`config.mk`:
```
export PLATFORM = sky130hd
export DESIGN_NAME = sram_64x64_req_ctrl
export DESIGN_NICKNAME = d
export VERILOG_FILES = /design/src/rtl/sram_64x64_req_ctrl.sv
export SDC_FILE = /design/constraint.sdc
export NUM_CORES = 1
export LEC_CHECK = 0
export ABC_AREA = 1
export CAP_MARGIN = 20
export CORE_ASPECT_RATIO = 0.5
export CORE_MARGIN = 1.5
export CORE_UTILIZATION = 49
export DETAILED_ROUTE_END_ITERATION = 10
export PLACE_DENSITY_LB_ADDON = 0.3
export SYNTH_ARGS = -nofsm -noshare
export SYNTH_HDL_FRONTEND = slang
export SYNTH_SLANG_ARGS = --single-unit
export TNS_END_PERCENT = 30
```
`constraint.sdc`:
```
create_clock -name clk -period 1.78 [get_ports clk]
set_input_delay 0.356 -clock clk [delete_from_list [all_inputs] [get_ports clk]]
set_output_delay 0.356 -clock clk [all_outputs]
set_load 0.02 [all_outputs]
```
`src/rtl/sram_64x64_req_ctrl.sv`:
```
// Request/response front end for a 64x64 single-port SRAM macro.
// One transaction at a time; macro and response pins are all registered.
module sram_64x64_req_ctrl #(
    parameter int DATA_WIDTH = 64,
    parameter int ADDR_WIDTH = 6
) (
    input  logic                  clk,
    input  logic                  reset,
    input  logic                  req_val,
    output logic                  req_rdy,
    input  logic                  req_type,
    input  logic [ADDR_WIDTH-1:0] req_addr,
    input  logic [DATA_WIDTH-1:0] req_data,
    output logic                  resp_val,
    input  logic                  resp_rdy,
    output logic                  resp_type,
    output logic [DATA_WIDTH-1:0] resp_data,
    output logic                  CE1,
    output logic                  CSB1,
    output logic                  WEB1,
    output logic                  OEB1,
    output logic [ADDR_WIDTH-1:0] A1,
    output logic [DATA_WIDTH-1:0] I1,
    input  logic [DATA_WIDTH-1:0] O1
);

    typedef enum logic [1:0] {
        IDLE,
        ACCESS,
        RDWAIT,
        RESP
    } state_t;

    state_t                  state;
    state_t                  state_nxt;
    logic                    typ_q;
    logic [ADDR_WIDTH-1:0]   addr_q;
    logic [DATA_WIDTH-1:0]   data_q;
    logic                    accept;
    logic                    consume;

    logic                    rdy_d;
    logic                    rval_d;
    logic                    rtype_d;
    logic [DATA_WIDTH-1:0]   rdata_d;
    logic                    ce_d;
    logic                    csb_d;
    logic                    web_d;
    logic                    oeb_d;
    logic [ADDR_WIDTH-1:0]   a_d;
    logic [DATA_WIDTH-1:0]   i_d;

    assign accept  = req_val & req_rdy & (state == IDLE);
    assign consume = resp_val & resp_rdy;

    // Pin registers are loaded from a decode of the current state, so the
    // visible phase on the macro and response pins trails the state by one.
    always_comb begin
        state_nxt = state;
        rdy_d     = 1'b0;
        rval_d    = 1'b0;
        rtype_d   = resp_type;
        rdata_d   = resp_data;
        ce_d      = (state != IDLE);
        csb_d     = (state != ACCESS);
        web_d     = !((state == ACCESS) && typ_q);
        oeb_d     = (state != RDWAIT);
        a_d       = A1;
        i_d       = I1;

        unique case (state)
            IDLE: begin
                if (accept) state_nxt = ACCESS;
            end
            ACCESS: begin
                state_nxt = typ_q ? RESP : RDWAIT;
                a_d       = addr_q;
                if (typ_q) i_d = data_q;
            end
            RDWAIT: begin
                state_nxt = RESP;
            end
            RESP: begin
                if (consume) state_nxt = IDLE;
                rval_d = !consume;
                if (!resp_val) begin
                    rtype_d = typ_q;
                    rdata_d = typ_q ? '0 : O1;
                end
            end
            default: begin
                state_nxt = IDLE;
            end
        endcase

        rdy_d = (state_nxt == IDLE);
    end

    always_ff @(posedge clk or negedge reset) begin
        if (!reset) begin
            state     <= IDLE;
            typ_q     <= 1'b0;
            addr_q    <= '0;
            data_q    <= '0;
            req_rdy   <= 1'b0;
            resp_val  <= 1'b0;
            resp_type <= 1'b0;
            resp_data <= '0;
            CE1       <= 1'b0;
            CSB1      <= 1'b1;
            WEB1      <= 1'b1;
            OEB1      <= 1'b1;
            A1        <= '0;
            I1        <= '0;
        end else begin
            state <= state_nxt;
            if (accept) begin
                typ_q  <= req_type;
                addr_q <= req_addr;
                data_q <= req_data;
            end
            req_rdy   <= rdy_d;
            resp_val  <= rval_d;
            resp_type <= rtype_d;
            resp_data <= rdata_d;
            CE1       <= ce_d;
            CSB1      <= csb_d;
            WEB1      <= web_d;
            OEB1      <= oeb_d;
            A1        <= a_d;
            I1        <= i_d;
        end
    end

endmodule

```
==> summary.md, run 1 <==
The flow ran to the end, and the final reports show no timing, DRC or antenna violations. OpenSTA, run right after detailed placement, puts the worst setup slack at 0.213 ns. Share of the synthesized area in the top cell type: 63.6%. Once layout is complete, the utilization of the core stands at 71.7%. The class of the tightest hold or removal check is in -> async. Summed over all cells, the static leakage comes to 6.20 nW. In the finished design, the share of the clock period the worst path needs comes to 95.1%. The routed design could run at a clock period as short as 1.69 ns. The DRC violation count after routing was 0. STA classifies the critical path endpoint as an output pin.

The fraction of the yosys area taken by sequential cells is 64.6%. The kind of cell with the highest combined delay on the critical path is flip-flops. The tools report the number of slew-limit violations in the final report as 0. The top cell types in the final layout, fill and taps aside, are 345 x nand2_1, 211 x dfrtp_1, 140 x dlygate4sd2_1.

The number of placed instances with taps included came out at 1372. Number of input and output port buffers inserted: 279. The areal power density over the cells was 1460 mW/mm^2. The sink count of the clock tree is 214. Row generation in the floorplan step produced 33 rows. The tools report the count of maximum capacitance violations as 0.

The clock-pin slew reported for the worst setup and hold paths after clock tree synthesis was 0.07 ns; the endpoint required time on the critical path was 1.42 ns. After filler insertion, the fill cell instance count of the layout stands at 1284. In this run the mean area of a mapped cell was 9.26 sq um. Cell internal power was estimated by the tool at 11.1 mW. I/O pin count: 280.

Number of cells in the finished layout apart from fillers: 1408. After detailed routing, the number of vias per cell comes to 4.61. Compared with the post-synthesis result, the final layout area differs by 42.4%. Adding up every negative setup slack in the final design gives 0 ns. The starting density of the core was 50.4%; the setup slack on the worst flop-to-flop path was 0.36 ns.

The endpoint identified for the worst register-to-register timing path is resp_data[34]. The largest individual stage delay along the critical path comes from the cell dfstp_2. Traced cell by cell, the critical path runs through dlygate4sd2_1. The number of nets in the synthesized netlist is 1035. The tree is rooted in a clkbuf_16. The run gives 20300 microns as the routed wire length.

The largest vdd supply drop is 773 uV. Die outline area: 0.0178 sq mm. Final hold analysis gives a worst-case slack of 0.382 ns. The maximum number of pins on one net before global-route repair was 90; the pin slew with the least headroom to its limit was 0.471 ns. The setup violation total in the final timing report was 0; the standard cell core area was 0.0165 sq mm. The count of H-tree levels built during CTS is 1, and the violation count after the first detailed-routing iteration is 374. The first global-routing pass estimated 31900 microns of wire. Yosys attributes the largest share of cell area to dfrtp_1 64%, nand2_1 16%, inv_1 6.2%, o21ai_1 4.8%, o21ai_0 3.4%. During synthesis, Yosys emitted a total of 0 warnings.

The number of CTS-inserted buffers is 20, and the sum of buffers and inverters on the critical path is 1. The part of the power in the clock network is 26.2%. Data on the critical path arrives at its endpoint at 1.34 ns. TritonCTS built the clock tree. The tools report the launch point of the worst reg-to-reg path as state[1]. For this run the aggregate overflow at the end of global routing stands at 0.

The switching power as a share of total power is 35.4%, and the area of the mapped netlist is 0.00830 sq mm. The cell area after placement was 0.0113 sq mm; the hold violation count in the final report was 0. The leading cell type in the layout, fill and taps excluded was nand2_1.

The vertical extent of the die came out at 95.0 microns. Timing would allow up to 0.591 GHz. The later pin in the worst-skew pair is clocked with a latency of 0.49 ns. The count of antenna-violating nets left after detailed routing was 0. The path depth of the worst reg2reg path is 7, and the count of distinct cell types in the synthesized netlist is 17. For this design the total switching power over the nets is 6.10 mW.

The number of synthesized register bits came out at 214. The final layout net count was 1307; the worst setup skew after layout was 0.00907 ns. The gate count of the mapped netlist is 896, and the share of layout cells above drive strength 1 is 5.00%. The first detailed-routing pass took 4 iterations. STA classifies the critical path startpoint as a register. The summed area of non-filler cells in the final layout is 0.0118 sq mm, and the number of buffers inserted to repair setup after CTS is 0. Detailed placement ended at an HPWL of 13900 microns. The antenna diode count is 0.

The critical path start-end classification was reg -> out. The buffer depth of the longest clock path is 3, and the total vias in the final route is 6489. Of all cell types, the one taking the most synthesized area is dfrtp_1. The tools report the share of total power in combinational logic as 33.1%. Setup slack on the critical path of the routed design comes to 0.0880 ns. In the global route stage, overall resource usage came out at 22.5%. In this run the worst setup path begins at CSB1. The power share of the sequential group is 40.6%. The initial antenna violation count was 0. Routability-driven placement finished with a final weighted congestion of 0.797. The width of the chip is 187 microns, and the post-detailed-route wirelength per cell is 14.4 microns. For this run, the slowest stage of the critical path takes 0.53 ns. The peak fanout along the critical path came out at 1. Power comes to 17.2 mW.

The worst pin sits at a relative slew slack of 68.6%. For the via count of the first global-routing pass, the log shows 6333. Setup repair after global routing left no endpoint under its margin.
==> registers in the layout (all words and copies together) (netlist names) <==
register   count
I1            64
data_q        64
resp_data     64
A1             6
addr_q         6
state          2
CE1            1
CSB1           1
OEB1           1
WEB1           1
req_rdy        1
resp_type      1
resp_val       1
typ_q          1
==> worst max path at each step <==
stage | cells past startpoint | to | slack, ns
finish | 1 | CSB1 | 0.09
global route | 1 | OEB1 | 0.05
CTS | 1 | CE1 | 0.003
detailed placement | 4 | data_q[36] | 0.21
global placement | 5 | data_q[0] | 0.26
floorplan | 6 | data_q[0] | 0.57
==> worst register-to-register path: stages (launching register included) <==
cell,delay [ns]
dfrtp_1,0.40
nand2_1,0.11
inv_2,0.09
nand2_2,0.10
nor2_4,0.14
buf_12,0.27
nand2_1,0.17
nand2_1,0.08
==> synthesized netlist by cell type <==
cell type / count
nand3_2: 2
buf_2: 13
dfstp_2: 3
buf_6: 21
inv_2: 2
dfrtp_1: 211
or2_2: 1
nand2_1: 346
a21oi_1: 2
nor2_1: 3
buf_4: 2
nand3_1: 6
o21ai_0: 56
o21ai_1: 80
nor2_2: 2
clkbuf_1: 8
inv_1: 138
==> cell type report <==
class / instances / area (sq um) / share of cell area [%]
Tap cell: 227 / 284 / 2.40
Clock buffer: 30 / 629 / 5.33
Clock inverter: 5 / 75.1 / 0.635
Sequential cell: 214 / 5360 / 45.3
Multi-Input combinational cell: 498 / 2090 / 17.7
Timing Repair Buffer: 294 / 2850 / 24.1
Inverter: 140 / 526 / 4.45
==> routing by layer <==
metal	wire [microns]	global-route usage [%]
met1	8420	27.0
met2	10400	41.8
met3	1020	4.90
met4	497	6.25
met5	0	0
==> power by group through the flow <==
| stage | clock [mW] | combinational (mW) | sequential, mW |
|---|---|---|---|
| 3_3_place_gp | 0 | 6.22 | 7.01 |
| 4_1_cts | 4.60 | 5.79 | 6.99 |
| 5_1_grt | 4.81 | 6.29 | 7.14 |
| 3_5_place_dp | 0 | 6.40 | 7.09 |
| 2_1_floorplan | 0 | 2.37 | 8.13 |
| 6_report | 4.51 | 5.70 | 6.99 |
==> timing repair <==
item,CTS,global route
pin swaps,0,0
gates resized for setup,140,1
hold endpoints to repair,48,0
endpoints found under the setup margin,140,1
hold buffers,1,0
==> kinds of logic after synthesis <==
kind of cell | synth area share [%]
buffers and inverters | 10.5
AO/OA/AOI/OAI | 8.32
flip-flops | 64.6
AND/OR/NAND/NOR | 16.6
No activity file was read; power rests on OpenSTA's default activity.
==> inputs of run 2 (changes only) <==
CORE_UTILIZATION = 45   (was 49)
==> run 2 against run 1 <==
Compared with the run above:
- fmax shrank 0.77%
- cell count grew 0.14%
- register-to-register slack lost 0.08 ns
- clock power shrank 5.8%
- routed wire length shrank 1.0%
- critical path depth is the same
- count of clock-buffer cells in the layout shrank 1
- highest routed layer unchanged
- die area grew 8.7%
- first-iteration DRC count shrank 33%
- setup slack lost 0.013 ns
- sequential power is essentially flat
- clock skew grew 0.0014 ns
==> summary.md, run 2 (synthesis gave the netlist of run 1 again) <==
The clock-pin slew reported for the worst setup and hold paths after clock tree synthesis works out to 0.07 ns (about the same). The logs give 1.42 ns (about the same) for the endpoint required time on the critical path and 0 (unchanged) for the setup violation total in the final timing report. The worst-case setup margin in the final layout is 0.0748 ns (-0.0132 ns). Number of input and output port buffers inserted: 279 (unchanged).

The run gives 832 uV (+7.6%) as the largest vdd supply drop. In the final layout, the registers with the most flip-flops are I1 x64, data_q x64, resp_data x64. For the sink count of the clock tree, the log shows 214 (unchanged). The tools report the HPWL reported at the end of detailed placement as 13900 microns (about the same). Per-cell via count in the routed design: 4.62 (+0.32%). The share of layout cells above drive strength 1 is 4.42% (-0.57 points), and the final critical path time including I/O delays and setup is 1.71 ns (+0.0132 ns). Worst hold-check slack: 0.295 ns (-0.0875 ns). The final setup TNS is 0 ns (unchanged), and the global-route wire length before repair is 33000 microns (+3.5%). The count of H-tree levels built during CTS is 1 (unchanged).

The root buffer cell was clkbuf_16. The post-detailed-route wirelength per cell was 14.2 microns (-1.2%). The logs give 250 (-33%) for the violation count after the first detailed-routing iteration and 69.6% (+1.0 points) for the remaining max-slew budget at the tightest pin. The count of antenna-violating nets left after detailed routing is 0 (unchanged), and the final clock period utilization by the worst path is 95.8% (+0.74 points).

The via count of the first global-routing pass was 6573 (+3.8%); the width of the chip was 195 microns (+4.3%). From synthesis to final layout, the design area changed by 41.6%. STA classifies the critical path startpoint as a register. The master of the slowest instance on the critical path was dfstp_2. The hold violation count in the final report came out at 0 (unchanged). The number of buffers inserted to repair setup after CTS is 0 (unchanged), and the worst setup skew after layout is 0.0105 ns (+0.00142 ns). The vertical extent of the die was 99.0 microns (+4.2%); the final weighted congestion of routability-driven global placement was 0.766 (-3.9%).

The logs give 280 (unchanged) for the I/O pin count and 6.15 nW (-0.70%) for the static power due to leakage. The number of CTS-inserted buffers is 19 (-5.0%), and the total congestion overflow after global routing is 0 (unchanged). The setup path with the least slack is of type reg -> out. The run gives 86 (-4.4%) as the maximum number of pins on one net before global-route repair.

The logs give 46.9% (-3.5 points) for the starting density of the core and 0 (unchanged) for the count of maximum capacitance violations. The kind of cell with the highest combined delay on the critical path is flip-flops. The die outline area is 0.0193 sq mm (+8.7%). The source-to-sink clock delay at the later pin of the worst-skew pair was 0.48 ns (about the same); the routed wire length was 20100 microns (-1.0%). STA classifies the critical path endpoint as an output pin. Setup repair after global routing left no endpoint under its margin.

The antenna diode count is 0 (unchanged). The logs give 4 (unchanged) for the number of iterations in the first detailed-routing pass and 1.35 ns (about the same) for the data arrival time of the critical path. The number of cell rows was 34 (+3.0%); the final design utilization was 66.4% (-5.3 points). The logs give 3 (unchanged) for the buffer depth of the longest clock path and 0 (unchanged) for the DRC violation count after routing. For the initial antenna violation count, the log shows 0 (unchanged).

The top cell types in the final layout, fill and taps aside, are 345 x nand2_1, 211 x dfrtp_1, 141 x dlygate4sd2_1. The areal power density over the cells was 1440 mW/mm^2 (-0.93%); the pre-CTS setup slack was 0.223 ns (+0.0101 ns). The standard cell core area is 0.0177 sq mm (+7.4%), and the largest incremental delay on the critical path is 0.54 ns (about the same).

TritonCTS built the clock tree. The class of the tightest hold or removal check was in -> async. For the number of slew-limit violations in the final report, the log shows 0 (unchanged). The maximum clock frequency came out at 0.586 GHz (-0.77%). The logs give 1303 (-0.31%) for the final layout net count and 21.1% (-1.4 points) for the all-layer global routing usage. The leading cell type in the layout, fill and taps excluded is nand2_1. The sum of buffers and inverters on the critical path came out at 1 (unchanged). The total vias in the final route came out at 6519 (+0.46%). The flow ran to the end, and the final reports show no timing, DRC or antenna violations. Walking the worst path, the cells encountered are dlygate4sd2_1. The pin slew with the least headroom to its limit is 0.456 ns (-0.0154 ns), and the peak fanout along the critical path is 1 (unchanged).
## run 2: cell types whose count changed in the layout (fill, tap and decap cells not counted), sizes merged
| cell | delta |
|---|---|
| dlygate4sd2 | +1 |
| clkinv | -2 |
| inv | +1 |
| buf | -4 |
| dlymetal6s2s | -1 |
## run 2: final cells by class
class | instances | area [sq um]
sequential | 214 | 5360
clock buffer | 29 | 573
inverter | 140 | 526
timing repair buffer | 291 | 2840
multi-input combinational | 498 | 2090
tap | 234 | 293
fill | 1446 | 5940
clock inverter | 4 | 73.8
## run 2: path summary, 6_finish.rpt
| kind | depth (start not counted) | start | slack (ns) | end |
|---|---|---|---|---|
| min | 2 | reset | 0.29 | I1[0] |
| min in group clk | 3 | req_data[53] | 0.40 | data_q[53] |
| min reg2reg | 2 | A1[3] | 0.47 | A1[3] |
| max in group asynchronous | 3 | reset | 0.77 | resp_data[38] |
| max reg2reg | 7 | state[0] | 0.28 | resp_data[24] |
| max | 1 | CSB1 | 0.07 | CSB1 |
## run 2: through the flow
stage / cell area [sq um] / total power [mW] / std cells
floorplan: 8300 / 10.5 / 896
global placement: 11300 / 13.3 / 1376
detailed placement: 11300 / 13.5 / 1376
CTS: 11800 / 17.2 / 1410
global route: 11800 / 18.0 / 1410
finish: 11800 / 17.0 / 1410
## run 2: repair_timing
item                                    CTS  global route
gates resized for setup                 141             0
endpoints found under the setup margin  141             0
hold buffers                              1             0
endpoints found under the hold margin    16             0
## run 2: report_power, final
part           internal [mW]  switching, mW  total [mW]
Clock                   2.51           1.74        4.25
Combinational           2.11           3.61        5.72
Sequential              6.26          0.722        6.98
## run 2: routing by layer
layer	global-route usage, %	vias to the layer above	share of wire (%)	routed length, microns
met5	0	-	0	0
met4	6.32	0	2.7	534
met3	4.28	41	5.1	1030
met2	36.9	175	50	10000
met1	26.9	3076	42	8530
li1	-	3227	-	-
==> inputs of run 3 (changes only) <==
GPL_TIMING_DRIVEN = 1   (was default)
==> results of run 3 <==
Final layout, timing and power as in run 2 (identical DEF).
==> edit 1 (flow settings as in run 3) <==
The 4 states of `state_t` get a Gray code encoding in 2 bits.
--- a/src/rtl/sram_64x64_req_ctrl.sv
+++ b/src/rtl/sram_64x64_req_ctrl.sv
@@ -27,6 +27,6 @@
     typedef enum logic [1:0] {
-        IDLE,
-        ACCESS,
-        RDWAIT,
-        RESP
+        IDLE   = 2'b00,
+        ACCESS = 2'b01,
+        RDWAIT = 2'b11,
+        RESP   = 2'b10
     } state_t;
Function: no difference found for any inputs over 4 cycles, from zero or initial values and one cycle with reset low; so few cycles prove little.
==> edit 1 against run 3 <==
Total power increased by 27%. Sequential share of layout area down 2.1 points. Sequential cell count is the same. Hold slack better by 87 ps. Cell count up 12%. Design area rose by 4.8%. Sequential power rose by 17%. Wire length up 12%. Worst setup slack better by 9.9 ps. Synthesized area rose by 4.9%. Critical path type unchanged.
==> edit 1: results (changes against run 3) <==
* Share of layout cells above drive strength 1 at 5.22% (+0.80 points)
* Cts bufs inserted at 20 (+1)
* Drt first-iter violations at 329 (+32%)
* Critical Path Start: OEB1$_DFF_PN1_
* Grt met1 use at 29.8% (+2.9 points)
* Reg2reg path depth at 6 (-1)
* Post-CTS Hold Buffers at 1 (unchanged)
* Routed length on met2 at 10900 um (+9.1%)
* Crit path to: OEB1
* Syn nets at 1178 (+14%)
* Delay of the slowest cell on the worst path at 510 ps (-30 ps)
* Register area share after synthesis at 61.6% (-3.0 points)
* Vias in the first global route at 7421 (+13%)
* FF-to-FF setup slack at 390 ps (+110 ps)
* Status: completed
* Reg2reg start: state[1]$_DFF_PN0_
* Nets at 1448 (+11%)
* First-pass GRT wire length at 36500 um (+11%)
* Post-DP Area at 11800 um2 (+4.5%)
* Post-synth top cells: nand2_1, dfrtp_1, nand3_1, nor2_1, inv_1
* FILL cells at 1578 (+9.1%)
* Met3 Use GR at 4.10% (-0.18 points)
* Hpwl dp at 15400 um (+11%)
* Gp weighted congestion at 0.795 (+3.8%)
* Via count at 7463 (+14%)
* Leak Pwr at 6.99 nW (+14%)
* Post-CTS sizing at 140 (-0.71%)
* Compound-gate portion of the synthesized area at 0% (-8.3 points)
* Wire length on met3 at 1270 um (+23%)
* Antenna violations before repair at 1 (+1)
* Pin count of the biggest net entering global routing at 66 (-23%)
* M1 wire length at 9690 um (+14%)
edit 1: final cells by class:
type                       instances  area [um2]  area share (%)
clock inverter                     5         100           0.812
clock buffer                      29         606            4.91
multi-input combinational        698        2750            22.3
antenna                            1        2.50          0.0203
inverter                          70         263            2.13
tap                              259         324            2.63
sequential                       214        5360            43.5
timing repair buffer             305        2920            23.7
edit 1: power breakdown:
| part | total [W] | internal, W | switching, W |
|---|---|---|---|
| Clock | 0.00457 | 0.00279 | 0.00178 |
| Combinational | 0.00878 | 0.00312 | 0.00566 |
| Sequential | 0.00816 | 0.00702 | 0.00114 |
edit 1: stage by stage:
step                      setup slack (ps)  total power (W)  hold WS (ps)  std cells  util, %
after floorplan                        589           0.0137          60.4       1039        -
after global placement                 168           0.0178           332       1545     63.1
after detailed placement               131           0.0180           335       1545     63.1
after CTS                             9.00           0.0217           385       1580     66.0
after global routing                  50.7           0.0230           397       1580     66.0
final                                 84.6           0.0215           382       1581     66.0
==> edit 2 (flow settings as in run 3) <==
Made on the original files. Set the parameter `DATA_WIDTH` to 128 (it was 64).
--- a/src/rtl/sram_64x64_req_ctrl.sv
+++ b/src/rtl/sram_64x64_req_ctrl.sv
@@ -3,3 +3,3 @@
 module sram_64x64_req_ctrl #(
-    parameter int DATA_WIDTH = 64,
+    parameter int DATA_WIDTH = 128,
     parameter int ADDR_WIDTH = 6
Interface: changed (resized I1, O1, req_data and resp_data); port bits go from 280 to 536. The function was not compared with the original's and may differ.
==> edit 2 against run 3 <==
Wire length increased by 110%. Via count up 93%. Clock power increased by 110%. Combinational power rose by 94%. Fmax fell by 0.88%. Sequential cell count is 192 higher. Design area is 95% higher. Largest cell class unchanged. Global-route usage up 2.1 points. Worst setup slack worse by 15 ps. Synthesized area up 91%. Die area is 89% higher. Total power up 95%.
==> edit 2: results (changes against run 3) <==
* Status: completed
* Signal buffers share of area at 24.8% (+0.61 points)
* Sequential share of cell area at 44.4% (-1.2 points)
* Worst r2r dst: resp_data[26]$_DFFE_PN0P_
* Vias in the first global route at 12.4k (+89%)
* Delay of the slowest cell on the worst path at 520 ps (-20 ps)
* Cell variety after synth at 20 (+3)
* Inverters at 268 (+91%)
* Pin count of the biggest net entering global routing at 129 (+50%)
* Drt first-iter violations at 834 (+230%)
* Ant diodes at 7 (+7)
* Clk_buf instances at 54 (+86%)
* Final Critical Period at 1720 ps (+15.1 ps)
* Synth top area cells: dfrtp_1, nand2_1, inv_1
* Share of layout cells above drive strength 1 at 7.14% (+2.7 points)
* Leak Pwr at 12.0 nW (+95%)
* FILL cells at 2859 (+98%)
* Switching pwr at 0.0118 W (+94%)
* Cts bufs inserted at 38 (+19)
* Multi-In Gates at 946 (+90%)
* Hold WS at 317 ps (+22.1 ps)
* Reg2reg path depth at 6 (-1)
* Final clock-cell share at 5.95% (+0.45 points)
* Nets at 2507 (+92%)
* Avg WL per Cell at 15.7 um (+9.9%)
* First-pass GRT wire length at 66200 um (+100%)
* Hpwl dp at 31700 um (+130%)
* Register area share after synthesis at 64.1% (-0.50 points)
* Fraction of area in multi-input gates at 17.9% (+0.083 points)
* Syn nets at 1973 (+91%)
* Antenna violations before repair at 7 (+7)
* IO Port Bufs at 535 (+92%)
* Via count at 12.6k (+93%)
[edit 2: power by group through the flow]
stage	clock network, W	registers [W]	logic, W
after detailed placement	0	0.0133	0.0124
final	0.00877	0.0131	0.0111
after global placement	0	0.0133	0.0122
after global routing	0.00935	0.0134	0.0122
after floorplan	0	0.0153	0.00458
after CTS	0.00900	0.0131	0.0113
[edit 2: layer usage]
metal  global-route usage, %  vias to the layer above  share of wire (%)
met5                       0                        -                  0
met4                    11.1                        0                4.2
met3                    5.03                      111                5.6
met2                    41.5                      307                 52
met1                    26.6                     5925                 38
li1                        -                     6216                  -
[edit 2: stage by stage]
stage	instance area, um2	power [W]	std cells
6_report	22900	0.0330	2751
5_1_grt	22900	0.0350	2751
4_1_cts	22900	0.0334	2744
3_5_place_dp	21900	0.0258	2674
3_3_place_gp	21900	0.0254	2674
2_1_floorplan	15900	0.0199	1706
[edit 2: repair_timing]
item	CTS	global route
hold buffers	1	0
resized for setup	270	1
hold endpoints to repair	27	0
endpoints found under the setup margin	269	1
